--- config.mk ---
export PLATFORM = sky130hd
export DESIGN_NAME = dec_scan
export DESIGN_NICKNAME = d
export VERILOG_FILES = /design/src/rtl/dec_pkg.sv /design/src/rtl/dwell_cnt.sv /design/src/rtl/dec_scan.sv
export SDC_FILE = /design/constraint.sdc
export NUM_CORES = 1
export LEC_CHECK = 0
export CORE_MARGIN = 2
export CORE_UTILIZATION = 40
export DETAILED_ROUTE_END_ITERATION = 6
export GPL_TIMING_DRIVEN = 0
export PLACE_DENSITY = 0.77
export REMOVE_ABC_BUFFERS = 1
export SLEW_MARGIN = 20
export SYNTH_ARGS = -nofsm -noshare
export SYNTH_HDL_FRONTEND = slang
export SYNTH_SLANG_ARGS = --single-unit
--- constraint.sdc ---
create_clock -name clk -period 1.9 [get_ports clk]
set_input_delay 0.38 -clock clk [delete_from_list [all_inputs] [get_ports clk]]
set_output_delay 0.38 -clock clk [all_outputs]
set_load 0.05 [all_outputs]
--- src/rtl/dec_pkg.sv ---
// Shared encodings for the dec_scan one-hot decoder/scanner.
// State values and mode constants are fixed so other blocks can decode them directly.
package dec_pkg;

    typedef enum logic [1:0] {
        IDLE   = 2'd0,
        DIRECT = 2'd1,
        SCAN   = 2'd2
    } state_t;

    localparam logic MODE_DIRECT = 1'b0;
    localparam logic MODE_SCAN   = 1'b1;

endpackage

--- src/rtl/dwell_cnt.sv ---
// Load/decrement dwell counter for the scan engine.
// It saturates at zero, and a load has priority over the decrement.
module dwell_cnt #(
    parameter int DWELL_W = 8
) (
    input  logic               clk,
    input  logic               rst,
    input  logic               en,
    input  logic               load,
    input  logic [DWELL_W-1:0] val,
    output logic               zero
);

    logic [DWELL_W-1:0] r_cnt;

    always_ff @(posedge clk) begin
        if (rst) begin
            r_cnt <= '0;
        end else if (en) begin
            if (load) begin
                r_cnt <= val;
            end else if (r_cnt != '0) begin
                r_cnt <= r_cnt - 1'b1;
            end
        end
    end

    assign zero = (r_cnt == '0);

endmodule

--- src/rtl/dec_scan.sv ---
// Registered one-hot decoder. DIRECT mode decodes a select that is accepted through a handshake.
// SCAN mode steps through every output position, and each position dwells for dwell+1 cycles.
module dec_scan
    import dec_pkg::*;
#(
    parameter  int SEL_W   = 3,
    localparam int OUT_W   = 2**SEL_W,
    parameter  int DWELL_W = 8
) (
    input  logic               clk,
    input  logic               rst,
    input  logic               en,
    input  logic               mode,
    input  logic               in_valid,
    output logic               in_ready,
    input  logic [SEL_W-1:0]   in,
    input  logic [DWELL_W-1:0] dwell,
    output logic [OUT_W-1:0]   ou,
    output logic [SEL_W-1:0]   idx,
    output logic               ou_valid,
    output logic               wrap
);

    state_t             r_state;
    state_t             w_nextState;
    logic [OUT_W-1:0]   r_ou;
    logic [OUT_W-1:0]   w_nextOu;
    logic [SEL_W-1:0]   r_idx;
    logic [SEL_W-1:0]   w_nextIdx;
    logic               r_ouValid;
    logic               w_nextOuValid;
    logic               r_wrap;
    logic               w_nextWrap;
    logic               w_accept;
    logic               w_cntLoad;
    logic               w_cntZero;
    logic [DWELL_W-1:0] w_cntVal;

    assign in_ready = en & (mode == MODE_DIRECT) & ~rst;
    assign w_accept = in_valid & in_ready;

    // Leaving SCAN loads zero into the counter, so a later re-entry always starts from a fresh dwell.
    always_comb begin
        w_nextState   = r_state;
        w_nextOu      = r_ou;
        w_nextIdx     = r_idx;
        w_nextOuValid = r_ouValid;
        w_nextWrap    = 1'b0;
        w_cntLoad     = 1'b0;
        w_cntVal      = '0;
        if (en) begin
            if (mode == MODE_SCAN) begin
                w_nextState = SCAN;
                if (r_state != SCAN) begin
                    w_nextOu      = {{(OUT_W-1){1'b0}}, 1'b1};
                    w_nextIdx     = '0;
                    w_nextOuValid = 1'b1;
                    w_cntLoad     = 1'b1;
                    w_cntVal      = dwell;
                end else if (w_cntZero) begin
                    w_nextOu      = {r_ou[OUT_W-2:0], r_ou[OUT_W-1]};
                    w_nextIdx     = r_idx + 1'b1;
                    w_nextOuValid = 1'b1;
                    w_nextWrap    = &r_idx;
                    w_cntLoad     = 1'b1;
                    w_cntVal      = dwell;
                end
            end else begin
                w_nextState = DIRECT;
                w_cntLoad   = 1'b1;
                if (w_accept) begin
                    w_nextOu      = OUT_W'(1) << in;
                    w_nextIdx     = in;
                    w_nextOuValid = 1'b1;
                end
            end
        end
    end

    always_ff @(posedge clk) begin
        if (rst) begin
            r_state   <= IDLE;
            r_ou      <= '0;
            r_idx     <= '0;
            r_ouValid <= 1'b0;
            r_wrap    <= 1'b0;
        end else begin
            r_state   <= w_nextState;
            r_ou      <= w_nextOu;
            r_idx     <= w_nextIdx;
            r_ouValid <= w_nextOuValid;
            r_wrap    <= w_nextWrap;
        end
    end

    dwell_cnt #(
        .DWELL_W(DWELL_W)
    ) u_dwellCnt (
        .clk  (clk),
        .rst  (rst),
        .en   (en),
        .load (w_cntLoad),
        .val  (w_cntVal),
        .zero (w_cntZero)
    );

    assign ou       = r_ou;
    assign idx      = r_idx;
    assign ou_valid = r_ouValid;
    assign wrap     = r_wrap;

endmodule

---- Word level (Yosys, flattened, before mapping) ----
Index checks and enable logic that the tools add are counted.
operators by class
  equal/unequal tests ..................... 2
  shifts and indexed selects .............. 1
  mux-type cells .......................... 22
  $add $sub $neg .......................... 2
  bitwise logic cells ..................... 7
  reductions and logical operators ........ 8
operators by type and width
  kind                   count
  $mux W8                9
  $mux W3                4
  $logic_not A8 Y1       1
  $mux W1                8
  $reduce_bool A8 Y1     1
  $shl A1 B3 Y8 const A  1
  $sub A8 B1 Y8 const B  1
  $reduce_and A3 Y1      2
  $reduce_or A5 Y1       1
  $not A1 Y1             4
  $reduce_bool A2 Y1     2
  $add A3 B1 Y3 const B  1
  $and A1 B1 Y1          3
  $ne A3 B1 Y1 const B   1
  $mux W2                1
  $ne A2 B2 Y1 const B   1
  $reduce_and A2 Y1      1
storage, ports and cells
  output and inout port bits .............. 14
  flip-flop bits (word level) ............. 23

---- Logic depth before layout (Yosys ltp) ----
Gate-level depths: netlist of run 1.
  depth after elaboration ................. 7
  gate-level depth with buffers ........... 7

---- Hierarchy ----
A second synthesis of run 1 with hierarchy kept.
unflattened totals
  cell total of the unflattened synthesis .. 164
  area, all modules ....................... 1418.9 sq um
modules (own cells, without submodules)
  module     seq. area each (sq um)  times used  area an instance (sq um)  cells an instance
  dec_scan   300.3                   1           887.1                     91
  dwell_cnt  160.2                   1           531.8                     73

---- Worst setup path before layout of run 1 ----
OpenSTA, ideal clock, no wires.
  path kind ............................... input port to flip-flop
  start point ............................. input rst
  end point ............................... register r_idx[1], in the netlist idx[1]
  stages on the path ...................... 5
  slack ................................... -0.797 ns
  data required time ...................... 1.779 ns
  library setup time ...................... 0.121 ns
  arrival ................................. 2.576 ns
  path through ............................ buf_4 nor3b_1 a22oi_4 buf_6 mux2_4
on the way
  longest elaborated chain between the ends .. 5
RTL lines
  what                                 RTL line        text
  from (decl)                          dec_scan.sv:11  input logic rst,
  $not A1 Y1                           dec_scan.sv:39  assign in_ready = en & (mode == MODE_DIRECT) & ~rst;
  $and A1 B1 Y1                        dec_scan.sv:39
  via in_ready                         dec_scan.sv:15  output logic in_ready,
  $and A1 B1 Y1                        dec_scan.sv:40  assign w_accept = in_valid & in_ready;
  $reduce_bool A2 Y1 (no source line)  --
  $reduce_and A3 Y1 (no source line)   --
  to (signal assigned)                 dec_scan.sv:90  r_idx <= w_nextIdx;
  to (decl)                            dec_scan.sv:28  logic [SEL_W-1:0] r_idx;
The timed path passes the listed nets, and every way through them passes these cells.
A chain may end at the register's enable or synchronous reset.

---- Worst setup path in the final report of run 1 ----
  start point ............................. register u_dwellCnt.r_cnt[2]
  end point ............................... register r_idx[1], in the netlist idx[1]
on the way
  longest elaborated chain between the ends .. 3
RTL lines
  what                                RTL line         text
  from (decl)                         dwell_cnt.sv:14  logic [DWELL_W-1:0] r_cnt;
  from (signal assigned)              dwell_cnt.sv:21  r_cnt <= val;
  from (signal assigned)              dwell_cnt.sv:23  r_cnt <= r_cnt - 1'b1;
  $logic_not A8 Y1                    dwell_cnt.sv:28  assign zero = (r_cnt == '0);
  $ne A3 B1 Y1 (no source line)       --
  $reduce_and A3 Y1 (no source line)  --
Every way passes these cells.

==> results of run 1 <==
## state kept, by name, indices dropped and copies added (netlist names)
register	count
ou_valid	1
ou	8
r_state	2
idx	3
u_dwellCnt.r_cnt	8
wrap	1
## power groups by stage
stage | sequential (W) | clock [W] | combinational (W)
floorplan | 0.000559 | 0 | 0.000127
global placement | 0.000535 | 0 | 0.000238
detailed placement | 0.000536 | 0 | 0.000244
CTS | 0.000526 | 0.000251 | 0.000251
global route | 0.000528 | 0.000268 | 0.000284
finish | 0.000524 | 0.000245 | 0.000264
## final cells by class
cell class | instances | area, sq um | share of cell area
clock buffers | 3 | 22.52 | 0.01253
clock inverters | 1 | 5.005 | 0.002784
inverters | 5 | 18.77 | 0.01044
multi-input cells | 116 | 883.3 | 0.4913
flip-flops and latches | 23 | 470.5 | 0.2617
well taps | 46 | 57.56 | 0.03201
repair buffers | 36 | 340.3 | 0.1893
## worst reg2reg max path, delay by kind of cell, from the launching register on
family                 cells  cell delay (ns)
AO/OA/AOI/OAI              2             0.41
multiplexers               1             0.31
flip-flops                 1             0.38
AND/OR/NAND/NOR            1             0.54
buffers and inverters      1             0.17
## worst paths after layout
check | startpoint | end | slack, ns | cells past startpoint
worst max-delay path | u_dwellCnt.r_cnt[2] | idx[1] | -0.01 | 5
worst min-delay path | ou_valid | ou_valid | 0.49 | 2
worst max register to register | u_dwellCnt.r_cnt[2] | idx[1] | -0.01 | 5
worst min register to register | ou_valid | ou_valid | 0.49 | 2
## placed cells by master (no fill, tap or decap), drive strengths merged, types with 2 or more instances in the layout
cell / instances
dlygate4sd2: 12
nor2b: 7
dfxtp: 23
a21oi: 3
buf: 9
a311oi: 6
clkdlybuf4s50: 13
nand2: 7
nor3: 4
xor2: 2
inv: 5
and2b: 6
a22oi: 3
nand3: 6
mux2: 10
or4: 2
nor2: 21
o31ai: 2
ha: 4
nand2b: 5
o22ai: 2
nor3b: 3
a32oi: 7
clkbuf: 3
## layer usage
layer | share of wire | GRT usage
met1 | 0.44 | 0.1842
met2 | 0.51 | 0.3060
met3 | 0.046 | 0.04930
met4 | 0.0041 | 0.02446
met5 | 0 | 0
## timing repair
item	in CTS	in global routing
gates resized for setup	30	9
pin swaps	3	7
setup buffers	2	5
endpoints found under the setup margin	32	19
cloned	0	0
## stage by stage
stage	utilization	hold WS [ns]	TNS, ns	total power (W)
after floorplan	-	0.4491	-8.354	0.0006852
after global placement	0.4987	0.4387	-15.36	0.0007727
after detailed placement	0.4987	0.4549	-15.90	0.0007801
after CTS	0.5150	0.4744	-0.0003378	0.001028
after global routing	0.5305	0.5199	-0.5115	0.001080
final	0.5305	0.4897	-0.01608	0.001032
## cells by family after synthesis
kind of cell    after synthesis
compound gates               31
xor+xnor                      2
fa+ha+maj                     4
buf+inv                      15
flops                        23
mux                          11
simple gates                 68
==> results by group, run 1 <==
Placement
  • Placed Cells: 219
  • Cell Area, Placed: 0.001690 sq mm
  • Hpwl dp: 2.202 mm
  • GPL Wtd Cong: 0.8396
  • Port bufs: 29
  • Post-placement setup slack: -1.429 ns

STA
  • Worst Slack Setup Final: -0.01171 ns
  • Slew Viols, Final: 0
  • Tmin final: 1.912 ns
  • Tcrit/Tclk final: 1.006
  • Setup violations, final: 2
  • FMAX: 0.5231 GHz
  • Clk_skew: 0.005749 ns
  • RSZ-0062 raised after global routing: true
  • Slew HR: 0.5970
  • Fin. Hold Viols: 0
  • Tightest Pin Transition: 0.6045 ns

Power
  • Seq pwr share: 0.507
  • Sw Ratio: 0.3177
  • Clk network pwr share: 0.237
  • Leakage: 0.7899 nW
  • VDD IR max: 0.3808 mV
  • P_int: 0.0007042 W
  • Power per cell area: 574.0 mW/mm^2
  • Combinational fraction of design power: 0.256
  • Sw Pwr: 0.0003278 W

Yosys
  • Count leader, synth: dfxtp_1
  • Simple-gate share of the synthesized area: 0.2625
  • Register area share after synthesis: 0.3220
  • Commonest cells post-synth: dfxtp_1 (23), nor2_1 (21), mux2_4 (8)
  • Post-synth EDFFs: 0
  • Synth area leader: dfxtp_1
  • Mux contribution to synthesized area: 0.1067
  • Synth top area share: 0.3220
  • FF+latch count, synth: 23
  • Compound-Gate Fraction of Synth Area: 0.1872
  • Largest cells by area after synthesis: dfxtp_1 (32%), mux2_4 (8.4%), nor2_1 (5.5%)
  • Synth cell types: 45
  • Synth Area in Adders: 0.03500
  • Post-synthesis xor/xnor area fraction: 0.01225
  • Largest family of logic cells by synthesized area: simple AND/OR/NAND/NOR gates
  • Post-synthesis average cell area: 9.287 sq um
  • Synthesized instance count: 154
  • Mapped cell area: 0.001430 sq mm
  • Synth Flop Type: dfxtp_1
  • Fraction of registers with async set/reset: 0
  • Yosys warns: 0

CTS
  • H-tree depth: 1
  • Root Driver: clkbuf_4
  • CTS Hold Bufs: 0
  • CTS clock-pin slew for the worst setup and hold paths: 0.14 ns
  • Longest Clk Path Bufs: 2
  • Clock Latency Late Sink: 0.33 ns
  • Num Clock Sinks: 23
  • CTS tree: done
  • CTS buffer count: 3

Floorplanning
  • Row count: 21
  • Ports: 30
  • Core Area: 0.003390 sq mm
  • Die width: 63.80 um
  • Initial core utilization: 0.4219
  • Die area: 0.004070 sq mm
  • Die height: 63.80 um

Setup path
  • CP max-delay cell: or4_4
  • Buffers plus inverters on the worst setup path: 1
  • CP delay by family, top: simple AND/OR/NAND/NOR gates
  • Startpoint Class: flip-flop
  • Critical path type: reg -> reg
  • Crit-path cells: or4_4, o31ai_4, a22oi_4, buf_12, mux2_4
  • Critical Path AT: 2.15 ns
  • CP peak stage delay: 0.54 ns
  • CP Capture Type: flip-flop
  • Worst-path fanout max: 12
  • CP required: 2.13 ns

GRT
  • Largest net degree at the start of global routing: 37
  • First-pass GRT wire length: 5.292 mm
  • Global route total overflow: 0
  • Initial antenna violation count: 0
  • Vias in the first global route: 1186
  • GRT Overall Usage: 0.1637

Route
  • DRT iter0 DRCs: 64
  • Vias per inst: 5.422
  • Post-DRT Antenna Nets: 0
  • # DRC: 0
  • Via Count: 1247
  • Wire per inst: 13.77 um
  • Total routed wirelength: 3.166 mm
  • Pre-Repair DR Iteration Count: 4

Layout
  • Share of cells above drive strength 1: 0.2120
  • Final Instance Area: 0.001798 sq mm
  • Diode count: 0
  • Fin cells: 230
  • Layout net count: 205
  • Area Overhead vs Synth: 25.72%
  • Filler cells: 311

Status
  • Status: finished, violations left
  • Violated checks: setup timing

Run
  • Maxcap violations: 0

Hold path
  • Hold crit path type: reg -> reg
Note: power is estimated with default switching activity, not from simulation.
==> run 2: changes to the inputs <==
--- a/config.mk
+++ b/config.mk
@@ -5,7 +5,8 @@
 export SDC_FILE = /design/constraint.sdc
 export NUM_CORES = 1
 export LEC_CHECK = 0
-export CORE_MARGIN = 2
+export CORE_ASPECT_RATIO = 1.1
+export CORE_MARGIN = 1.5
 export CORE_UTILIZATION = 40
 export DETAILED_ROUTE_END_ITERATION = 6
 export GPL_TIMING_DRIVEN = 0
==> run 2 against run 1 <==
Compared with the run above:
- total power shrank 0.16%
- the run still ends with setup timing left
- die area shrank 3.1%
- critical path type unchanged
- hold slack got worse by 0.017 ns
==> results by group, run 2 (synthesis results as in run 1) <==
Status
  • Violated checks: setup timing
  • Status: finished, violations left

Layout
  • Area Overhead vs Synth: 27.30%
  • Area of the multi-input gates: 895.9 sq um
  • Most frequent cells in the layout: nor2_1 (21), dfxtp_1 (18), clkdlybuf4s50_1 (13)
  • Fin cells: 230
  • Commonest non-fill, non-tap cell in the layout: nor2_1
  • Final Util: 0.5377
  • Share of cells above drive strength 1: 0.2198
  • Register area: 471.7 sq um
  • Layout net count: 203
  • Filler cells: 326
  • Diode count: 0

Setup path
  • Buffers plus inverters on the worst setup path: 1
  • Worst-path fanout max: 7
  • Critical Path AT: 2.11 ns
  • Critical path type: reg -> reg
  • CP delay by family, top: compound AO/OA/AOI/OAI gates
  • Startpoint Class: flip-flop
  • Crit-path cells: or4_4, buf_4, o31a_2, a32oi_1, a211oi_2
  • CP Capture Type: flip-flop
  • CP max-delay cell: or4_4
  • CP peak stage delay: 0.55 ns
  • CP required: 2.09 ns
  • Reg2Reg Depth: 5
  • Worst path depth: 5

CTS
  • Clock Latency Late Sink: 0.32 ns
  • Num Clock Sinks: 23
  • CTS clock-pin slew for the worst setup and hold paths: 0.13 ns
  • H-tree depth: 1
  • Root Driver: clkbuf_4
  • CTS tree: done
  • Longest Clk Path Bufs: 2
  • CTS buffer count: 3

Placement
  • Placed Cells: 221
  • GPL Wtd Cong: 0.8220
  • Hpwl dp: 2.241 mm
  • Port bufs: 29

Floorplanning
  • Initial core utilization: 0.4224
  • Ports: 30
  • Die width: 60.01 um
  • Core Area: 0.003386 sq mm
  • Die height: 65.71 um
  • Die area: 0.003943 sq mm
  • Row count: 22

STA
  • Fin. Hold Viols: 0
  • Clk_skew: 0.005528 ns
  • Setup violations, final: 2
  • Tcrit/Tclk final: 1.011
  • RSZ-0062 raised after global routing: true
  • FMAX: 0.5206 GHz
  • Tmin final: 1.921 ns
  • Slew Viols, Final: 0
  • Tightest Pin Transition: 0.6175 ns
  • Slew HR: 0.5883
  • Worst Slack Setup Final: -0.02101 ns

GRT
  • Vias in the first global route: 1202
  • Global route total overflow: 0
  • Initial antenna violation count: 0
  • GRT Overall Usage: 0.1765
  • Largest net degree at the start of global routing: 37
  • First-pass GRT wire length: 5.402 mm

Route
  • Vias per inst: 5.417
  • DRT iter0 DRCs: 61
  • # DRC: 0
  • Via Count: 1246
  • Wire per inst: 14.13 um
  • Post-DRT Antenna Nets: 0
  • Pre-Repair DR Iteration Count: 4
  • Total routed wirelength: 3.249 mm

Run
  • Maxcap violations: 0

Power
  • Power per cell area: 565.9 mW/mm^2
  • Total power: 0.001030 W
  • Leakage: 0.8590 nW
  • VDD IR max: 0.2934 mV

Hold path
  • WHS Path Cells: 2
  • Hold crit path type: reg -> reg
run 2: changes by cell type in the layout (fill, tap and decap cells not counted), sizes merged:
| cell | before | now |
|---|---|---|
| clkbuf | 3 | 4 |
| clkinv | 1 | 0 |
| buf | 9 | 7 |
| dlygate4sd2 | 12 | 6 |
| dlymetal6s2s | 1 | 7 |
run 2: report_power, final:
group	internal, W	total (W)	switching [W]
registers	0.000503	0.000525	0.0000223
clock network	0.0000821	0.000238	0.000156
logic	0.000125	0.000267	0.000142
run 2: final timing paths:
path / from / slack (ns) / end
max: u_dwellCnt.r_cnt[5] / -0.02 / u_dwellCnt.r_cnt[0]
min: ou_valid / 0.47 / ou_valid
max reg2reg: u_dwellCnt.r_cnt[5] / -0.02 / u_dwellCnt.r_cnt[0]
min reg2reg: ou_valid / 0.47 / ou_valid
run 2: tightest hold or removal path: cells and delay by family (launching register included):
kind            cells  cell delay, ns
flops               1            0.34
buf+inv             1            0.05
compound gates      1            0.05
run 2: what timing repair did:
| item | in CTS | in global routing |
|---|---|---|
| hold buffers | 0 | 0 |
| buffers inserted | 2 | 3 |
| gates resized for setup | 25 | 18 |
| endpoints found under the setup margin | 26 | 25 |
| pin swaps | 3 | 5 |
run 2: area by class of cell:
class                   count  share of cell area
multi-input cells         116              0.4921
flip-flops and latches     23              0.2591
repair buffers             34              0.1911
well taps                  48             0.03299
clock buffers               4             0.01443
inverters                   5             0.01031
run 2: stage by stage:
step                setup TNS [ns]  area (sq um)  hold slack, ns  setup slack (ns)
detailed placement          -16.54          1693          0.4618            -1.424
CTS                              0          1754          0.4804          0.001239
finish                    -0.02344          1821          0.4726          -0.02101
floorplan                   -8.354          1343          0.4491           -0.7147
global route               -0.5051          1821          0.5093          -0.06669
global placement            -15.21          1693          0.4371            -1.394
run 2: routing by layer:
metal  vias to the layer above  GRT usage  part of all wire
li1                        622          -                 -
met1                       590     0.2091              0.44
met2                        30     0.3220              0.52
met3                         4    0.02362             0.038
met4                         0    0.05000            0.0071
met5                         -          0                 0
==> run 3: changes to the inputs <==
--- a/config.mk
+++ b/config.mk
@@ -10,8 +10,9 @@
 export CORE_UTILIZATION = 40
 export DETAILED_ROUTE_END_ITERATION = 6
 export GPL_TIMING_DRIVEN = 0
-export PLACE_DENSITY = 0.77
+export PLACE_DENSITY = 0.74
 export REMOVE_ABC_BUFFERS = 1
+export SETUP_SLACK_MARGIN = 0.1
 export SLEW_MARGIN = 20
 export SYNTH_ARGS = -nofsm -noshare
 export SYNTH_HDL_FRONTEND = slang
==> constraint.sdc (replaced) <==
create_clock -name clk -period 2.35 [get_ports clk]
set_input_delay 0.47 -clock clk [delete_from_list [all_inputs] [get_ports clk]]
set_output_delay 0.47 -clock clk [all_outputs]
set_load 0.05 [all_outputs]
==> run 3 against run 2 <==
Compared with the run above:
- design area down 3.6%
- largest cell class unchanged
- non-clock buffer count down 2
- count of clock-buffer cells in the layout down 1
- highest routed layer unchanged
- the flow now finishes without violations
==> results by group, run 3 (synthesis results as in run 1) <==
Status
  • Status: completed

CTS
  • CTS tree: done
  • Clock Latency Late Sink: 0.32 ns
  • Root Driver: clkbuf_4
  • H-tree depth: 1
  • CTS buffer count: 3
  • CTS clock-pin slew for the worst setup and hold paths: 0.14 ns
  • Num Clock Sinks: 23
  • Longest Clk Path Bufs: 2

Setup path
  • Critical path type: in -> out
  • Crit-path cells: clkdlybuf4s15_2, nor3b_4, buf_2
  • Worst-path fanout max: 36
  • CP max-delay cell: clkdlybuf4s15_2
  • CP delay by family, top: buffers and inverters
  • CP Capture Type: output pin
  • Buffers plus inverters on the worst setup path: 2
  • Startpoint Class: primary input
  • CP required: 1.88 ns
  • Critical Path AT: 1.61 ns
  • CP peak stage delay: 0.47 ns

GRT
  • First-pass GRT wire length: 5.292 mm
  • Largest net degree at the start of global routing: 37
  • GRT Overall Usage: 0.1713
  • Vias in the first global route: 1236
  • Initial antenna violation count: 0
  • Global route total overflow: 0

STA
  • FMAX: 0.4818 GHz
  • Slew HR: 0.5601
  • Slew Viols, Final: 0
  • Tightest Pin Transition: 0.6598 ns
  • Clk_skew: 0.009972 ns
  • Tcrit/Tclk final: 0.8832
  • Tmin final: 2.076 ns
  • Worst hold margin: 0.4593 ns
  • Final setup TNS: 0 ns
  • RSZ-0062 raised after global routing: false
  • Fin. Hold Viols: 0
  • Setup violations, final: 0
  • Worst Slack Setup Final: 0.2745 ns

Layout
  • Area Overhead vs Synth: 22.66%
  • Commonest non-fill, non-tap cell in the layout: clkdlybuf4s50_1
  • Share of cells above drive strength 1: 0.1556
  • Final Util: 0.5181
  • Most frequent cells in the layout: clkdlybuf4s50_1 (25), dfxtp_1 (23), nor2_1 (21)
  • Diode count: 0
  • Layout net count: 201

Floorplanning
  • Die width: 60.01 um
  • Row count: 22
  • Initial core utilization: 0.4224
  • Die area: 0.003943 sq mm
  • Die height: 65.71 um
  • Ports: 30
  • Core Area: 0.003386 sq mm

Run
  • Maxcap violations: 0

Route
  • Via Count: 1234
  • Max Used Layer: met4
  • Pre-Repair DR Iteration Count: 4
  • DRT iter0 DRCs: 31
  • Vias per inst: 5.412
  • Post-route met1 wirelength: 1.307 mm
  • DR WL met3: 130 um
  • Detail Route met2 WL: 1.437 mm
  • Post-DRT Antenna Nets: 0
  • Wire per inst: 12.82 um
  • # DRC: 0
  • Total routed wirelength: 2.922 mm

Power
  • Sw Ratio: 0.3099
  • Combinational fraction of design power: 0.245
  • Clk network pwr share: 0.234
  • Sw Pwr: 0.0002527 W
  • VDD IR max: 0.1899 mV
  • Power per cell area: 464.9 mW/mm^2
  • Seq pwr share: 0.521
  • P_int: 0.0005628 W
  • Leakage: 0.7031 nW

Placement
  • Post-placement setup slack: -1.175 ns
  • Hpwl dp: 2.077 mm
  • GPL Wtd Cong: 0.8418
  • Port bufs: 29

Hold path
  • Hold crit path type: reg -> reg
-- run 3: changes by cell type in the layout (fill, tap and decap cells not counted), moves of 2 or more --
| cell | before | now |
|---|---|---|
| dfxtp_2 | 3 | 0 |
| clkdlybuf4s50_1 | 13 | 25 |
| a311oi_2 | 3 | 0 |
| dlygate4sd2_1 | 6 | 0 |
| dfxtp_1 | 18 | 23 |
| dfxtp_4 | 2 | 0 |
| a311oi_1 | 3 | 6 |
| dlymetal6s2s_1 | 7 | 1 |
-- run 3: metrics by stage --
step	std cells	total power (W)	cell area, sq um
after floorplan	144	0.0005540	1343
after global placement	221	0.0006251	1693
after detailed placement	221	0.0006296	1693
after CTS	225	0.0008174	1723
after global routing	228	0.0008599	1754
final	228	0.0008155	1754
-- run 3: what timing repair did --
action,4_1_cts,5_1_grt
hold buffers,0,0
endpoints found under the setup margin,13,11
pin swaps,0,1
buffers inserted,0,3
gates resized for setup,12,2
-- run 3: power groups by stage --
stage / sequential, W / combinational, W / clock, W
3_3_place_gp: 0.000432 / 0.000193 / 0
5_1_grt: 0.000429 / 0.000220 / 0.000211
3_5_place_dp: 0.000433 / 0.000196 / 0
2_1_floorplan: 0.000452 / 0.000102 / 0
6_report: 0.000425 / 0.000200 / 0.000191
4_1_cts: 0.000425 / 0.000196 / 0.000196
-- run 3: final cells by class --
cell class | count | area [sq um]
clock inverter | 1 | 5.005
tap | 48 | 60.06
sequential | 23 | 460.4
fill | 330 | 1632
inverter | 5 | 18.77
clock buffer | 3 | 22.52
timing repair buffer | 32 | 312.8
multi-input combinational | 116 | 874.6
-- run 3: worst paths after layout --
path | cells past startpoint | slack, ns | end | startpoint
max | 3 | 0.27 | in_ready | rst
min | 2 | 0.46 | ou_valid | ou_valid
max reg2reg | 6 | 0.33 | ou[5] | u_dwellCnt.r_cnt[0]
min reg2reg | 2 | 0.46 | ou_valid | ou_valid
-- run 3: worst register-to-register path, stage by stage, from the launching register on --
cell	delay [ns]
dfxtp_1	0.37
inv_1	0.11
ha_1	0.17
or2b_2	0.35
o31ai_4	0.36
a22oi_4	0.21
mux2_4	0.36
-- run 3: metal layers --
metal  global-route usage  up-vias
li1                     -      614
met1               0.2103      581
met2               0.2935       34
met3              0.02559        5
met4              0.06667        0
met5                    0        -
